==> src/rtl/mem_fifo_ctrl.sv <==
// rtl/mem_fifo_ctrl.sv - valid/ready FIFO controller with a 3-entry prefetch buffer around a two-port RAM
//
// Purpose:
//   Turns an external simple two-port RAM (write port A, registered read
//   port B with one cycle of latency) into a streaming FIFO. Port A is
//   driven straight from the push handshake. Port-B reads are issued ahead
//   of the consumer. The read data arrives one cycle late and is caught in
//   a 3-entry circular prefetch buffer, whose head is the pop interface.
//
// Parameters:
//   BIT_LENGTH  data width (must match the RAM)
//   DEPTH       RAM entries, power of two, >= 2
//
// Ports:
//   clk, rst_n        clock (rising edge), asynchronous active-low reset
//   in_data/in_valid/in_ready     push stream
//   out_data/out_valid/out_ready  pop stream (prefetch head)
//   mem_addra/mem_dina/mem_ena/mem_wea   RAM write port
//   mem_addrb/mem_enb/mem_doutb          RAM read port (data valid the cycle after mem_enb)
//   count             total occupancy: RAM + read in flight + prefetch buffer
//
// Optional build macro MEM_FIFO_PEAK_EN:
//   adds input peak_clr and output peak_count (high-water mark of count).

module mem_fifo_ctrl #(
    parameter int BIT_LENGTH = 64,
    parameter int DEPTH      = 16,
    localparam int AW        = $clog2(DEPTH)
) (
    input  logic                  clk,
    input  logic                  rst_n,
    input  logic [BIT_LENGTH-1:0] in_data,
    input  logic                  in_valid,
    output logic                  in_ready,
    output logic [BIT_LENGTH-1:0] out_data,
    output logic                  out_valid,
    input  logic                  out_ready,
    output logic [AW-1:0]         mem_addra,
    output logic [BIT_LENGTH-1:0] mem_dina,
    output logic                  mem_ena,
    output logic                  mem_wea,
    output logic [AW-1:0]         mem_addrb,
    output logic                  mem_enb,
    input  logic [BIT_LENGTH-1:0] mem_doutb,
`ifdef MEM_FIFO_PEAK_EN
    input  logic                  peak_clr,
    output logic [AW+1:0]         peak_count,
`endif
    output logic [AW+1:0]         count
);

    localparam logic [AW:0] FULL_LVL = (AW+1)'(DEPTH);

    // RAM pointers carry one extra MSB so full (difference DEPTH) and
    // empty (difference 0) are distinguishable; subtraction wraps naturally.
    logic [AW:0]           wptr;
    logic [AW:0]           rptr;
    logic [AW:0]           mem_count;

    // High for the cycle in which mem_doutb carries the word read last cycle.
    logic                  rd_pend;

    logic [1:0]            buf_count;
    logic [1:0]            buf_head;
    logic [1:0]            buf_tail;
    logic [BIT_LENGTH-1:0] buf_mem [3];

    logic                  push;
    logic                  issue;
    logic                  pop;

    function automatic logic [1:0] buf_next(input logic [1:0] idx);
        return (idx == 2'd2) ? 2'd0 : idx + 2'd1;
    endfunction

    assign mem_count = wptr - rptr;

    // Depends only on registered state, so there is no path from out_ready.
    // The prefetch buffer absorbs three extra words beyond the RAM.
    assign in_ready  = (mem_count < FULL_LVL);
    assign push      = in_valid & in_ready;

    assign mem_ena   = push;
    assign mem_wea   = push;
    assign mem_addra = wptr[AW-1:0];
    assign mem_dina  = in_data;

    // A read is only issued if its result is guaranteed a buffer slot:
    // words already buffered plus the one in flight must leave room.
    // Because mem_count comes from registers, a word pushed this cycle can
    // never be read in the same cycle, so read-after-write is always at
    // least one edge apart. A slot freed by issue may be rewritten on the
    // same edge; the RAM returns the old word in that case.
    assign issue     = (mem_count != '0) &&
                       (({1'b0, buf_count} + {2'b00, rd_pend}) < 3'd3);
    assign mem_enb   = issue;
    assign mem_addrb = rptr[AW-1:0];

    assign out_valid = (buf_count != 2'd0);
    assign out_data  = buf_mem[buf_head];
    assign pop       = out_valid & out_ready;

    assign count     = {1'b0, mem_count}
                     + {{(AW+1){1'b0}}, rd_pend}
                     + {{AW{1'b0}}, buf_count};

    always_ff @(posedge clk or negedge rst_n) begin
        if (!rst_n) begin
            wptr    <= '0;
            rptr    <= '0;
            rd_pend <= 1'b0;
        end else begin
            if (push) begin
                wptr <= wptr + 1'b1;
            end
            if (issue) begin
                rptr <= rptr + 1'b1;
            end
            rd_pend <= issue;
        end
    end

    // Prefetch buffer. Storage is cleared on reset so out_data reads zero
    // while the FIFO is empty after reset.
    always_ff @(posedge clk or negedge rst_n) begin
        if (!rst_n) begin
            buf_count <= 2'd0;
            buf_head  <= 2'd0;
            buf_tail  <= 2'd0;
            for (int i = 0; i < 3; i++) begin
                buf_mem[i] <= '0;
            end
        end else begin
            // The issue throttle guarantees the buffer is never full here.
            if (rd_pend) begin
                buf_mem[buf_tail] <= mem_doutb;
                buf_tail          <= buf_next(buf_tail);
            end
            if (pop) begin
                buf_head <= buf_next(buf_head);
            end
            unique case ({rd_pend, pop})
                2'b10:   buf_count <= buf_count + 2'd1;
                2'b01:   buf_count <= buf_count - 2'd1;
                default: buf_count <= buf_count;
            endcase
        end
    end

`ifdef MEM_FIFO_PEAK_EN
    // High-water mark of count; peak_clr restarts tracking from the
    // current occupancy rather than from zero.
    always_ff @(posedge clk or negedge rst_n) begin
        if (!rst_n) begin
            peak_count <= '0;
        end else if (peak_clr) begin
            peak_count <= count;
        end else if (count > peak_count) begin
            peak_count <= count;
        end
    end
`endif

endmodule

==> config.mk <==
export PLATFORM = sky130hd
export DESIGN_NAME = mem_fifo_ctrl
export DESIGN_NICKNAME = d
export VERILOG_FILES = /design/src/rtl/mem_fifo_ctrl.sv
export SDC_FILE = /design/constraint.sdc
export NUM_CORES = 1
export LEC_CHECK = 0
export ABC_AREA = 1
export CAP_MARGIN = 20
export CORE_MARGIN = 3
export CORE_UTILIZATION = 50
export CTS_BUF_LIST = sky130_fd_sc_hd__clkbuf_4 sky130_fd_sc_hd__clkbuf_8
export DETAILED_ROUTE_END_ITERATION = 10
export PLACE_DENSITY = 0.89
export SLEW_MARGIN = 20
export SYNTH_ARGS = -nofsm -noshare
export SYNTH_HDL_FRONTEND = slang
export SYNTH_SLANG_ARGS = --single-unit
==> constraint.sdc <==
create_clock -name clk -period 2.9 [get_ports clk]
set_clock_uncertainty 0.2 [all_clocks]
set_input_delay 0.435 -clock clk [delete_from_list [all_inputs] [get_ports clk]]
set_output_delay 0.435 -clock clk [all_outputs]
set_load 0.005 [all_outputs]
---- Yosys cells after proc, flatten, opt, wreduce, memory -nomap -nowiden ----
Cells that the tools add are included.
cells by class
  bitwise logic cells ..................... 4
  reduce and logical (&&, ||, !) cells .... 5
  equal/unequal tests ..................... 4
  multiplexer cells ....................... 9
  magnitude comparators ................... 5
  add/subtract/negate cells ............... 10
operator list
  cell                                                                   number
  192-bit bitwise mux                                                    1
  64-bit two-way mux                                                     3
  64-bit binary-select mux with 2-bit select                             1
  64-bit demux with 2-bit select                                         1
  5-bit by 1-bit adder with 5-bit output, second input constant          2
  2-bit by 1-bit adder with 2-bit output, second input constant          3
  5-bit by 1-bit adder with 6-bit output                                 1
  6-bit by 2-bit adder with 6-bit output                                 1
  2-bit equality test, second input constant                             3
  3-bit greater-or-equal comparator, second input constant               2
  2-bit inverter with 3-bit output                                       2
  5-bit < comparator, second input constant                              1
  5-bit nonzero test                                                     1
  5-bit subtractor                                                       1
  2-bit two-way mux                                                      2
  2-bit one-hot mux with 2 select lines                                  1
  2-bit nonzero test                                                     2
  2-bit by 1-bit adder with 3-bit output                                 1
  3-bit by 1-bit < comparator with 1-bit output, second input constant   1
  3-bit by 2-bit < comparator with 1-bit output, second input constant   1
  1-bit bitwise AND                                                      2
  2-bit by 1-bit equality test with 1-bit output, second input constant  1
  1-bit logical AND                                                      2
  2-bit by 1-bit subtractor with 2-bit output, second input constant     1
storage, ports and cells
  output and inout bits ................... 147
  bits of input ports ..................... 132
  logic and storage cells ................. 46
  flip-flop bits (word level) ............. 209

---- Logic depth before layout (Yosys ltp) ----
Gate-level depths: netlist (run 1).
  depth in word-level cells ............... 6
  depth in mapped cells ................... 12
  gate-level depth less buffers ........... 12

---- Least setup slack after synthesis (run 1) ----
Ideal clock, no wire load.
  path type ............................... register to output
  start point ............................. reg wptr[0]
  end point ............................... out count[4]
  arrival ................................. 1.950 ns
  slack ................................... 0.315 ns
  path buffers ............................ 0
  stages on the path, launching flop included .. 10
  data required time ...................... 2.265 ns
  path through ............................ dfrtp_1 > inv_1 > ha_1 > inv_1 > fa_1 > inv_1 > fa_1 > nor2_1 > nand2_1 > xor2_1
on the way
  word-level cells in the longest chain between the ends .. 3
RTL lines
  item                                    line  source
  from (decl)                             56    logic [AW:0] wptr;
  from (signal assigned)                  114   wptr <= wptr + 1'b1;
  5-bit subtractor                        76    assign mem_count = wptr - rptr;
  5-bit by 1-bit adder with 6-bit output  104   + {{(AW+1){1'b0}}, rd_pend}
  6-bit by 2-bit adder with 6-bit output  105   + {{AW{1'b0}}, buf_count};
  to (decl)                               49    output logic [AW+1:0] count
No other way between the ends.

---- Worst setup path in the final report (run 1) ----
Same ends and word-level chain as after synthesis.

==> results of run 1 <==
[per-layer routing]
metal,vias up,GRT usage [%]
met5,-,0
met4,0,8.28
met3,63,5.12
met2,308,38.0
met1,3892,28.1
li1,3929,-
[sequential cells by signal, summed over array words and instances, names as in the netlist]
name,count
buf_tail,2
wptr,5
buf_head,2
rd_pend,1
buf_mem,192
buf_count,2
rptr,5
[cell families after synthesis]
logic type | after synthesis | share of synthesized area [%]
AND/OR/NAND/NOR | 507 | 21.6
buffers and inverters | 231 | 12.2
flip-flops | 209 | 52.7
AO/OA/AOI/OAI | 204 | 10.4
XOR/XNOR | 13 | 1.22
adder cells (fa/ha/maj) | 13 | 1.87
[power breakdown]
group / internal [uW] / switching [uW] / total, uW
Combinational: 4110 / 4500 / 8610
Sequential: 4390 / 809 / 5200
Clock: 1550 / 1150 / 2700
Total: 10000 / 6460 / 16500
[final timing paths]
check / startpoint / endpoint
min in group asynchronous: rst_n / buf_mem[178]
max in group asynchronous: rst_n / buf_mem[16]
max: wptr[0] / count[4]
max reg2reg: wptr[0] / rptr[1]
min reg2reg: buf_mem[119] / buf_mem[119]
min: buf_mem[119] / buf_mem[119]
[repair_timing]
item | in CTS | in global routing
cloned | 0 | 4
buffers inserted | 9 | 5
setup endpoints to repair | 38 | 37
pin swaps | 13 | 11
hold buffers | 1 | 0
endpoints found under the hold margin | 71 | 0
gates resized for setup | 35 | 18
[worst reg2reg max path, cell delays in order (launching register included)]
cell,delay [ns]
sky130_fd_sc_hd__dfrtp_1,0.39
sky130_fd_sc_hd__inv_2,0.08
sky130_fd_sc_hd__ha_4,0.14
sky130_fd_sc_hd__inv_4,0.03
sky130_fd_sc_hd__fa_2,0.57
sky130_fd_sc_hd__inv_2,0.06
sky130_fd_sc_hd__buf_4,0.13
sky130_fd_sc_hd__nand2_2,0.08
sky130_fd_sc_hd__nor2_4,0.05
sky130_fd_sc_hd__nand3_4,0.06
sky130_fd_sc_hd__nand2_4,0.05
sky130_fd_sc_hd__buf_4,0.13
sky130_fd_sc_hd__buf_4,0.14
sky130_fd_sc_hd__nand2_1,0.06
sky130_fd_sc_hd__nand2_1,0.05
[layout make-up]
type                            count  area share [%]
Timing Repair Buffer              200            17.0
Inverter                           88            2.72
Sequential cell                   209            42.5
Clock buffer                       57            5.76
Clock inverter                      5           0.254
Tap cell                          260            2.64
Multi-Input combinational cell    737            29.1
[placed cells by master, fill, tap and decap left out, types with 9 or more instances in the layout]
| master | n |
|---|---|
| sky130_fd_sc_hd__xor2_1 | 9 |
| sky130_fd_sc_hd__o21ai_0 | 24 |
| sky130_fd_sc_hd__clkbuf_4 | 12 |
| sky130_fd_sc_hd__inv_1 | 79 |
| sky130_fd_sc_hd__nand2_1 | 347 |
| sky130_fd_sc_hd__dfrtp_1 | 207 |
| sky130_fd_sc_hd__clkdlybuf4s50_1 | 139 |
| sky130_fd_sc_hd__nand3_1 | 140 |
| sky130_fd_sc_hd__buf_4 | 29 |
| sky130_fd_sc_hd__buf_12 | 11 |
| sky130_fd_sc_hd__clkbuf_8 | 46 |
| sky130_fd_sc_hd__o21ai_1 | 175 |
[through the flow]
stage / area (sq um) / TNS [ns] / setup slack (ns)
after global routing: 12300 / -1.72 / -0.397
after floorplan: 9920 / 0 / 0.315
after detailed placement: 11300 / -0.561 / -0.251
after CTS: 12100 / -1.36 / -0.285
after global placement: 11300 / -0.271 / -0.148
final: 12300 / -1.07 / -0.322
==> flow_summary.html, run 1 <==
<table>
<tr><th>Metric</th><th>Value</th></tr>
<tr><th colspan="2">Run status</th></tr>
<tr><td>Run status</td><td>finished, violations left</td></tr>
<tr><td>Failing checks</td><td>setup timing</td></tr>
<tr><th colspan="2">Worst hold path</th></tr>
<tr><td>Worst Hold Depth</td><td>2</td></tr>
<tr><td>Type of the worst min-delay path</td><td>reg2reg</td></tr>
<tr><th colspan="2">Floorplanning</th></tr>
<tr><td>Effective utilization at floorplan</td><td>52.0%</td></tr>
<tr><td>Core footprint</td><td>19,100 sq um</td></tr>
<tr><td># rows</td><td>50</td></tr>
<tr><td>Floorplan die height</td><td>147 microns</td></tr>
<tr><td>I/O pins</td><td>about 280</td></tr>
<tr><td>Total Die Area</td><td>21,600 sq um</td></tr>
<tr><td>Width of the chip</td><td>147 microns</td></tr>
<tr><th colspan="2">STA</th></tr>
<tr><td>Crit share post-route</td><td>111%</td></tr>
<tr><td>Worst hold slack</td><td>0.285 ns</td></tr>
<tr><td>Max-Slew Margin vs Limit</td><td>57.2%</td></tr>
<tr><td>Final worst path period need</td><td>3.22 ns</td></tr>
<tr><td>Slack of the critical path</td><td>-0.322 ns</td></tr>
<tr><td>RSZ-0062 raised after global routing</td><td>true</td></tr>
<tr><td>Worst slew pin tran</td><td>0.643 ns</td></tr>
<tr><td>Fin. max-slew vios</td><td>0</td></tr>
<tr><td>Highest Clock Rate</td><td>310 MHz</td></tr>
<tr><td>Final Hold Viols</td><td>0</td></tr>
<tr><td>Setup-violating endpoint count in the final report</td><td>6</td></tr>
<tr><th colspan="2">Setup path</th></tr>
<tr><td>Class of the most critical setup path</td><td>reg2out</td></tr>
<tr><td>Worst Setup End Kind</td><td>output pin</td></tr>
<tr><td>Depth of the worst register-to-register path</td><td>14</td></tr>
<tr><td>Worst-path fanout max</td><td>2</td></tr>
<tr><td>Family of cells with the greatest summed delay on the critical path</td><td>adder cells</td></tr>
<tr><td>Buffers plus inverters on the worst setup path</td><td>4</td></tr>
<tr><td>Crit path cell chain</td><td>inv_2 &gt; ha_4 &gt; inv_4 &gt; fa_2 &gt; inv_2 &gt; fa_2 &gt; nor2_1 &gt; nand2_1 &gt; xor2_1 &gt; buf_2</td></tr>
<tr><td>Critical path startpoint category</td><td>flip-flop</td></tr>
<tr><td>Data arrival, critical path</td><td>2.59 ns</td></tr>
<tr><td>Cell with the biggest individual delay on the critical path</td><td>sky130_fd_sc_hd__fa_2</td></tr>
<tr><td>Delay of the slowest cell on the worst path</td><td>0.57 ns</td></tr>
<tr><td>Worst setup slack for register-to-register paths</td><td>0.55 ns</td></tr>
<tr><td>Instance count on the critical path</td><td>10</td></tr>
<tr><td>Critical path required time</td><td>2.27 ns</td></tr>
<tr><th colspan="2">Cells and area</th></tr>
<tr><td>Count of placed standard cells in the final layout, fillers left out</td><td>1,556</td></tr>
<tr><td>Core occupancy in the finished layout</td><td>between 60 and 70%</td></tr>
<tr><td>Net count, final</td><td>approximately 1,400</td></tr>
<tr><td>Area occupied by multi-input gates</td><td>about 3600 sq um</td></tr>
<tr><td>Total of fill cells in the finished design</td><td>1,498</td></tr>
<tr><td>Inserted Diodes</td><td>0</td></tr>
<tr><td>Seq. cell area</td><td>5230 sq um</td></tr>
<tr><td>Area delta synth-&gt;final</td><td>24.2%</td></tr>
<tr><td>Share of cells above drive strength 1</td><td>11.9%</td></tr>
<tr><th colspan="2">Route</th></tr>
<tr><td>Sum of routed wire segments on met1</td><td>10.2 mm</td></tr>
<tr><td>Number of iterations in the first detailed-routing pass</td><td>7</td></tr>
<tr><td>Final wirelength</td><td>24.9 mm</td></tr>
<tr><td>Average detailed-routed wire length per instance</td><td>16.0 microns</td></tr>
<tr><td>Wire length on met3</td><td>between 1.5 and 2 mm</td></tr>
<tr><td>ANT nets after route</td><td>0</td></tr>
<tr><td>Met2 wirelength from detailed routing</td><td>12.3 mm</td></tr>
<tr><td>DR vias/cell</td><td>~5.3</td></tr>
<tr><td>Top layer in use</td><td>met4</td></tr>
<tr><td>Via count</td><td>8,192</td></tr>
<tr><td>Initial detailed-routing violation count</td><td>441</td></tr>
<tr><td>Number of DRC violations after detailed routing</td><td>0</td></tr>
<tr><th colspan="2">Power</th></tr>
<tr><td>Peak supply drop</td><td>0.00103 V</td></tr>
<tr><td>Total power density per cell area</td><td>1340 nW/um^2</td></tr>
<tr><td>Static leakage</td><td>0.00592 uW</td></tr>
<tr><td>Total power</td><td>16,500 uW</td></tr>
<tr><th colspan="2">Synth</th></tr>
<tr><td>Synth warn</td><td>0</td></tr>
<tr><td>Sequential cell area fraction in the yosys report</td><td>52.7%</td></tr>
<tr><td>#FFs+latches synth</td><td>209</td></tr>
<tr><td>Total standard cell area after synthesis</td><td>9920 sq um</td></tr>
<tr><td>Synth top area share</td><td>52.7%</td></tr>
<tr><td>Number of instances in the synthesized netlist</td><td>approximately 1,200</td></tr>
<tr><td>Largest cells by area after synthesis</td><td>sky130_fd_sc_hd__dfrtp_1 (53%), sky130_fd_sc_hd__nand2_1 (13%), sky130_fd_sc_hd__o21ai_1 (8.8%)</td></tr>
<tr><td>Unique cell type count in the Yosys netlist</td><td>25</td></tr>
<tr><td>Most common flop cell mapped by yosys</td><td>sky130_fd_sc_hd__dfrtp_1</td></tr>
<tr><td>Share of flip-flops with an asynchronous set or reset</td><td>100%</td></tr>
<tr><td>Most numerous cell in the Yosys netlist</td><td>sky130_fd_sc_hd__nand2_1</td></tr>
<tr><td>Post-synth net total</td><td>1,322</td></tr>
<tr><td>Yosys top cell by area</td><td>sky130_fd_sc_hd__dfrtp_1</td></tr>
<tr><td>Count of flip-flops with a built-in enable after synthesis</td><td>0</td></tr>
<tr><td>Per-instance average area after synthesis</td><td>8.42 sq um</td></tr>
<tr><td>Most frequent cells after synthesis</td><td>sky130_fd_sc_hd__nand2_1 (348), sky130_fd_sc_hd__dfrtp_1 (209), sky130_fd_sc_hd__o21ai_1 (175)</td></tr>
<tr><th colspan="2">Placed design</th></tr>
<tr><td>Final estimated routing congestion in global placement</td><td>0.784</td></tr>
<tr><td>Number of cells in the design after placement</td><td>1,475</td></tr>
<tr><td>DPL Wire Length</td><td>around 15 mm</td></tr>
<tr><td>Count of input and output buffers</td><td>150</td></tr>
<tr><th colspan="2">Global route</th></tr>
<tr><td>First-pass GRT wire length</td><td>roughly 40 mm</td></tr>
<tr><td>Pin count of the biggest net entering global routing</td><td>between 70 and 80</td></tr>
<tr><td>Global routing usage summed across all routing layers</td><td>22.4%</td></tr>
<tr><td>Via count of the first global-routing pass</td><td>8,422</td></tr>
<tr><td>Number of antenna violations at the first check in global routing</td><td>0</td></tr>
<tr><td>Total congestion overflow after global routing</td><td>0</td></tr>
<tr><th colspan="2">CTS</th></tr>
<tr><td>TritonCTS Buffers</td><td>36</td></tr>
<tr><td>Clock Latency Late Sink</td><td>0.50 ns</td></tr>
<tr><td>Clock tree from TritonCTS</td><td>yes</td></tr>
<tr><td>Clock sinks</td><td>209</td></tr>
<tr><td>Clk slew on worst S/H paths</td><td>0.06 ns</td></tr>
<tr><td>Maximum level of the CTS H-tree</td><td>2</td></tr>
<tr><td>Clk buf depth</td><td>3</td></tr>
<tr><td>Root cell of the clock tree</td><td>sky130_fd_sc_hd__clkbuf_8</td></tr>
<tr><th colspan="2">Run</th></tr>
<tr><td>Number of maximum-capacitance violations</td><td>0</td></tr>
</table>
Note: power is estimated with default switching activity, not from simulation.
==> run 2, diff against run 1 <==
--- a/config.mk
+++ b/config.mk
@@ -5,7 +5,6 @@
 export SDC_FILE = /design/constraint.sdc
 export NUM_CORES = 1
 export LEC_CHECK = 0
-export ABC_AREA = 1
 export CAP_MARGIN = 20
 export CORE_MARGIN = 3
 export CORE_UTILIZATION = 50
==> run 2 against run 1 <==
  * The flow still finishes with violations (setup timing)
  * Clock-buffer cell count increased by 1
  * Wire length is 7.9% lower
  * Hold slack lost 0.014 ns
  * Fmax fell by 0.76%
  * Sequential power up 2%
  * Synthesized cell count decreased by 32%
  * Register-to-register slack worse by 0.39 ns
  * Sequential cell count is the same
==> flow_summary.html, run 2 <==
<table>
<tr><th>Metric</th><th>Value</th></tr>
<tr><th colspan="2">Run status</th></tr>
<tr><td>Run status</td><td>finished, violations left</td></tr>
<tr><td>Failing checks</td><td>setup timing</td></tr>
<tr><th colspan="2">STA</th></tr>
<tr><td>Slack of the critical path</td><td>-0.346 ns</td></tr>
<tr><td>Setup_tns</td><td>-1.97 ns</td></tr>
<tr><td>Crit share post-route</td><td>112%</td></tr>
<tr><td>Worst hold slack</td><td>between 0.2 and 0.3 ns</td></tr>
<tr><td>Max-Slew Margin vs Limit</td><td>56.4%</td></tr>
<tr><td>Fin. max-slew vios</td><td>0</td></tr>
<tr><td>Highest Clock Rate</td><td>a little over 300 MHz</td></tr>
<tr><td>Final worst path period need</td><td>about 3.2 ns</td></tr>
<tr><td>RSZ-0062 raised after global routing</td><td>true</td></tr>
<tr><td>Final Hold Viols</td><td>0</td></tr>
<tr><td>Setup-violating endpoint count in the final report</td><td>9</td></tr>
<tr><td>Worst slew pin tran</td><td>0.654 ns</td></tr>
<tr><th colspan="2">Synth</th></tr>
<tr><td>Synth warn</td><td>0</td></tr>
<tr><td>Most common flop cell mapped by yosys</td><td>sky130_fd_sc_hd__dfrtp_1</td></tr>
<tr><td>Per-instance average area after synthesis</td><td>12.7 sq um</td></tr>
<tr><td>Most frequent cells after synthesis</td><td>sky130_fd_sc_hd__dfrtp_1 (209), sky130_fd_sc_hd__mux2_2 (193), sky130_fd_sc_hd__buf_4 (73)</td></tr>
<tr><td>Total standard cell area after synthesis</td><td>10,100 sq um</td></tr>
<tr><td>Sequential cell area fraction in the yosys report</td><td>between 50% and 60%</td></tr>
<tr><td>Unique cell type count in the Yosys netlist</td><td>38</td></tr>
<tr><td>Number of instances in the synthesized netlist</td><td>about 800</td></tr>
<tr><td>Count of flip-flops with a built-in enable after synthesis</td><td>0</td></tr>
<tr><td>Share of flip-flops with an asynchronous set or reset</td><td>100%</td></tr>
<tr><td>Post-synth net total</td><td>943</td></tr>
<tr><td>#FFs+latches synth</td><td>209</td></tr>
<tr><td>Synth top area share</td><td>51.8%</td></tr>
<tr><td>Largest cells by area after synthesis</td><td>sky130_fd_sc_hd__dfrtp_1 (52%), sky130_fd_sc_hd__mux2_2 (22%), sky130_fd_sc_hd__mux2i_1 (6.3%)</td></tr>
<tr><td>Most numerous cell in the Yosys netlist</td><td>sky130_fd_sc_hd__dfrtp_1</td></tr>
<tr><td>Yosys top cell by area</td><td>sky130_fd_sc_hd__dfrtp_1</td></tr>
<tr><th colspan="2">Power</th></tr>
<tr><td>Sw Share</td><td>34.0%</td></tr>
<tr><td>Switching power</td><td>between 5000 and 6000 uW</td></tr>
<tr><td>Total power density per cell area</td><td>1390 nW/um^2</td></tr>
<tr><td>Clock power frac</td><td>15.9%</td></tr>
<tr><td>Internal Power</td><td>11,500 uW</td></tr>
<tr><td>Peak supply drop</td><td>between 0.001 and 0.0015 V</td></tr>
<tr><td>Gate power share</td><td>53.8%</td></tr>
<tr><td>Static leakage</td><td>0.00573 uW</td></tr>
<tr><td>Proportion of power drawn by flip-flops and latches</td><td>a little over 30%</td></tr>
<tr><td>Total power</td><td>17,500 uW</td></tr>
<tr><th colspan="2">Cells and area</th></tr>
<tr><td>Count of placed standard cells in the final layout, fillers left out</td><td>1,205</td></tr>
<tr><td>Most flops, register</td><td>buf_mem</td></tr>
<tr><td>Core occupancy in the finished layout</td><td>64.2%</td></tr>
<tr><td>Share of cells above drive strength 1</td><td>36.3%</td></tr>
<tr><td>Area delta synth-&gt;final</td><td>24.9%</td></tr>
<tr><td>Inserted Diodes</td><td>0</td></tr>
<tr><td>Most common cell after layout, fill and taps aside</td><td>sky130_fd_sc_hd__dfrtp_1</td></tr>
<tr><td>Leading cell types in the layout, fill and taps excluded</td><td>sky130_fd_sc_hd__dfrtp_1 (207), sky130_fd_sc_hd__mux2_2 (192), sky130_fd_sc_hd__clkdlybuf4s50_1 (82)</td></tr>
<tr><td>Net count, final</td><td>about 1,100</td></tr>
<tr><td>Flip-flop count of the largest register, all copies and words added</td><td>192</td></tr>
<tr><td>Top flop regs</td><td>buf_mem (192), rptr (5), wptr (5)</td></tr>
<tr><th colspan="2">Route</th></tr>
<tr><td>Number of iterations in the first detailed-routing pass</td><td>4</td></tr>
<tr><td>Number of DRC violations after detailed routing</td><td>0</td></tr>
<tr><td>Final wirelength</td><td>~23 mm</td></tr>
<tr><td>Average detailed-routed wire length per instance</td><td>19.0 microns</td></tr>
<tr><td>Initial detailed-routing violation count</td><td>just under 200</td></tr>
<tr><td>ANT nets after route</td><td>0</td></tr>
<tr><td>Via count</td><td>about 6,500</td></tr>
<tr><td>DR vias/cell</td><td>between 5 and 6</td></tr>
<tr><th colspan="2">Setup path</th></tr>
<tr><td>Class of the most critical setup path</td><td>reg2out</td></tr>
<tr><td>Worst Setup End Kind</td><td>output pin</td></tr>
<tr><td>Start point of the critical path</td><td>wptr[0]</td></tr>
<tr><td>Worst setup slack for register-to-register paths</td><td>0.16 ns</td></tr>
<tr><td>Data arrival, critical path</td><td>2.61 ns</td></tr>
<tr><td>Critical path required time</td><td>between 2 and 2.5 ns</td></tr>
<tr><td>Worst-path fanout max</td><td>2</td></tr>
<tr><td>Critical path startpoint category</td><td>flip-flop</td></tr>
<tr><td>RR Startpoint</td><td>wptr[0]</td></tr>
<tr><th colspan="2">CTS</th></tr>
<tr><td>Maximum level of the CTS H-tree</td><td>2</td></tr>
<tr><td>Clk slew on worst S/H paths</td><td>0.06 ns</td></tr>
<tr><td>Root cell of the clock tree</td><td>sky130_fd_sc_hd__clkbuf_8</td></tr>
<tr><td>Clock tree from TritonCTS</td><td>yes</td></tr>
<tr><td>Clock Latency Late Sink</td><td>0.51 ns</td></tr>
<tr><td>Clock sinks</td><td>209</td></tr>
<tr><td>TritonCTS Buffers</td><td>36</td></tr>
<tr><td>Clk buf depth</td><td>3</td></tr>
<tr><th colspan="2">Global route</th></tr>
<tr><td>Global routing usage summed across all routing layers</td><td>20.5%</td></tr>
<tr><td>Total congestion overflow after global routing</td><td>0</td></tr>
<tr><td>Pin count of the biggest net entering global routing</td><td>about 70</td></tr>
<tr><td>Number of antenna violations at the first check in global routing</td><td>0</td></tr>
<tr><td>First-pass GRT wire length</td><td>36.6 mm</td></tr>
<tr><td>Via count of the first global-routing pass</td><td>7,109</td></tr>
<tr><td>Met2 Resource Use GR</td><td>approximately 36%</td></tr>
<tr><td>GRT met1 Usage</td><td>26.1%</td></tr>
<tr><td>Global routing's busiest layer</td><td>met2</td></tr>
<tr><td>Met3 Track Usage GR</td><td>4.20%</td></tr>
<tr><th colspan="2">Floorplanning</th></tr>
<tr><td>Core footprint</td><td>19,700 sq um</td></tr>
<tr><td>I/O pins</td><td>279</td></tr>
<tr><td>Total Die Area</td><td>~22,000 sq um</td></tr>
<tr><td>Floorplan die height</td><td>~150 microns</td></tr>
<tr><td># rows</td><td>51</td></tr>
<tr><td>Effective utilization at floorplan</td><td>~50%</td></tr>
<tr><td>Width of the chip</td><td>148 microns</td></tr>
<tr><th colspan="2">Placed design</th></tr>
<tr><td>Count of input and output buffers</td><td>150</td></tr>
<tr><td>Final estimated routing congestion in global placement</td><td>0.768</td></tr>
<tr><td>Number of cells in the design after placement</td><td>1,123</td></tr>
<tr><td>DPL Wire Length</td><td>13.4 mm</td></tr>
<tr><th colspan="2">Run</th></tr>
<tr><td>Number of maximum-capacitance violations</td><td>0</td></tr>
<tr><th colspan="2">Worst hold path</th></tr>
<tr><td>Type of the worst min-delay path</td><td>in2async</td></tr>
</table>
[run 2: cell count changes after synthesis, sizes merged, moves of 64 or more]
cell / change
nand2: -284
mux2: +195
inv: -72
mux2i: +64
o21ai: -130
nand3: -142
[run 2: final timing paths]
path	cells after the start	end
max reg2reg	14	wptr[1]
min reg2reg	1	buf_mem[115]
max in group asynchronous	3	buf_mem[39]
max	11	count[3]
min in group clk	1	buf_mem[115]
min	2	buf_mem[155]
[run 2: timing repair]
| item | in CTS | in global routing |
|---|---|---|
| pin swaps | 12 | 9 |
| setup buffers | 12 | 2 |
| hold buffers | 1 | 0 |
| resized for setup | 100 | 45 |
| setup endpoints to repair | 59 | 40 |
| hold endpoints to repair | 58 | 0 |
| cloned | 4 | 0 |
[run 2: kinds of logic after synthesis]
family | after synthesis | share of synthesized area (%)
muxes | 259 | 28.1
DFF | 209 | 51.8
buffers and inverters | 132 | 8.33
and+or+nand+nor | 90 | 3.87
AOI/OAI and AO/OA | 77 | 4.14
xor gates and xnor gates | 18 | 1.90
adders and majority gates | 13 | 1.83
[run 2: area by class of cell]
cell class / instances / area (sq um)
Clock inverter: 5 / 56.3
Multi-Input combinational cell: 457 / 4120
Timing Repair Buffer: 195 / 2090
Clock buffer: 58 / 711
Tap cell: 265 / 332
Sequential cell: 209 / 5240
Fill cell: 1457 / 7040
Inverter: 16 / 65.1
[run 2: worst max-delay path: stages (launching register included)]
cell                      delay (ns)
sky130_fd_sc_hd__dfrtp_1        0.39
sky130_fd_sc_hd__inv_2          0.07
sky130_fd_sc_hd__ha_4           0.12
sky130_fd_sc_hd__inv_2          0.03
sky130_fd_sc_hd__fa_2           0.54
sky130_fd_sc_hd__buf_6          0.10
sky130_fd_sc_hd__ha_4           0.20
sky130_fd_sc_hd__a21oi_4        0.20
sky130_fd_sc_hd__nor2_4         0.06
sky130_fd_sc_hd__buf_6          0.11
sky130_fd_sc_hd__xor2_1         0.13
sky130_fd_sc_hd__buf_2          0.14
[run 2: per-stage QoR]
step | worst slack, ns | cell area [sq um]
after floorplan | 0.246 | 10100
after global placement | -0.239 | 11500
after detailed placement | -0.260 | 11500
after CTS | -0.336 | 12500
after global routing | -0.431 | 12600
final | -0.346 | 12600
[run 2: power groups by stage]
stage / clock network, uW / logic (uW) / registers [uW]
2_1_floorplan: 0 / 5190 / 5070
3_3_place_gp: 0 / 8530 / 5180
3_5_place_dp: 0 / 8750 / 5310
4_1_cts: 2860 / 9280 / 5290
5_1_grt: 3000 / 10200 / 5460
6_report: 2790 / 9420 / 5290
[run 2: per-layer routing]
metal | wire length (microns) | part of all wire, %
met2 | 11400 | 50
met4 | 485 | 2.1
met1 | 9740 | 42
met3 | 1280 | 5.6
met5 | 0 | 0
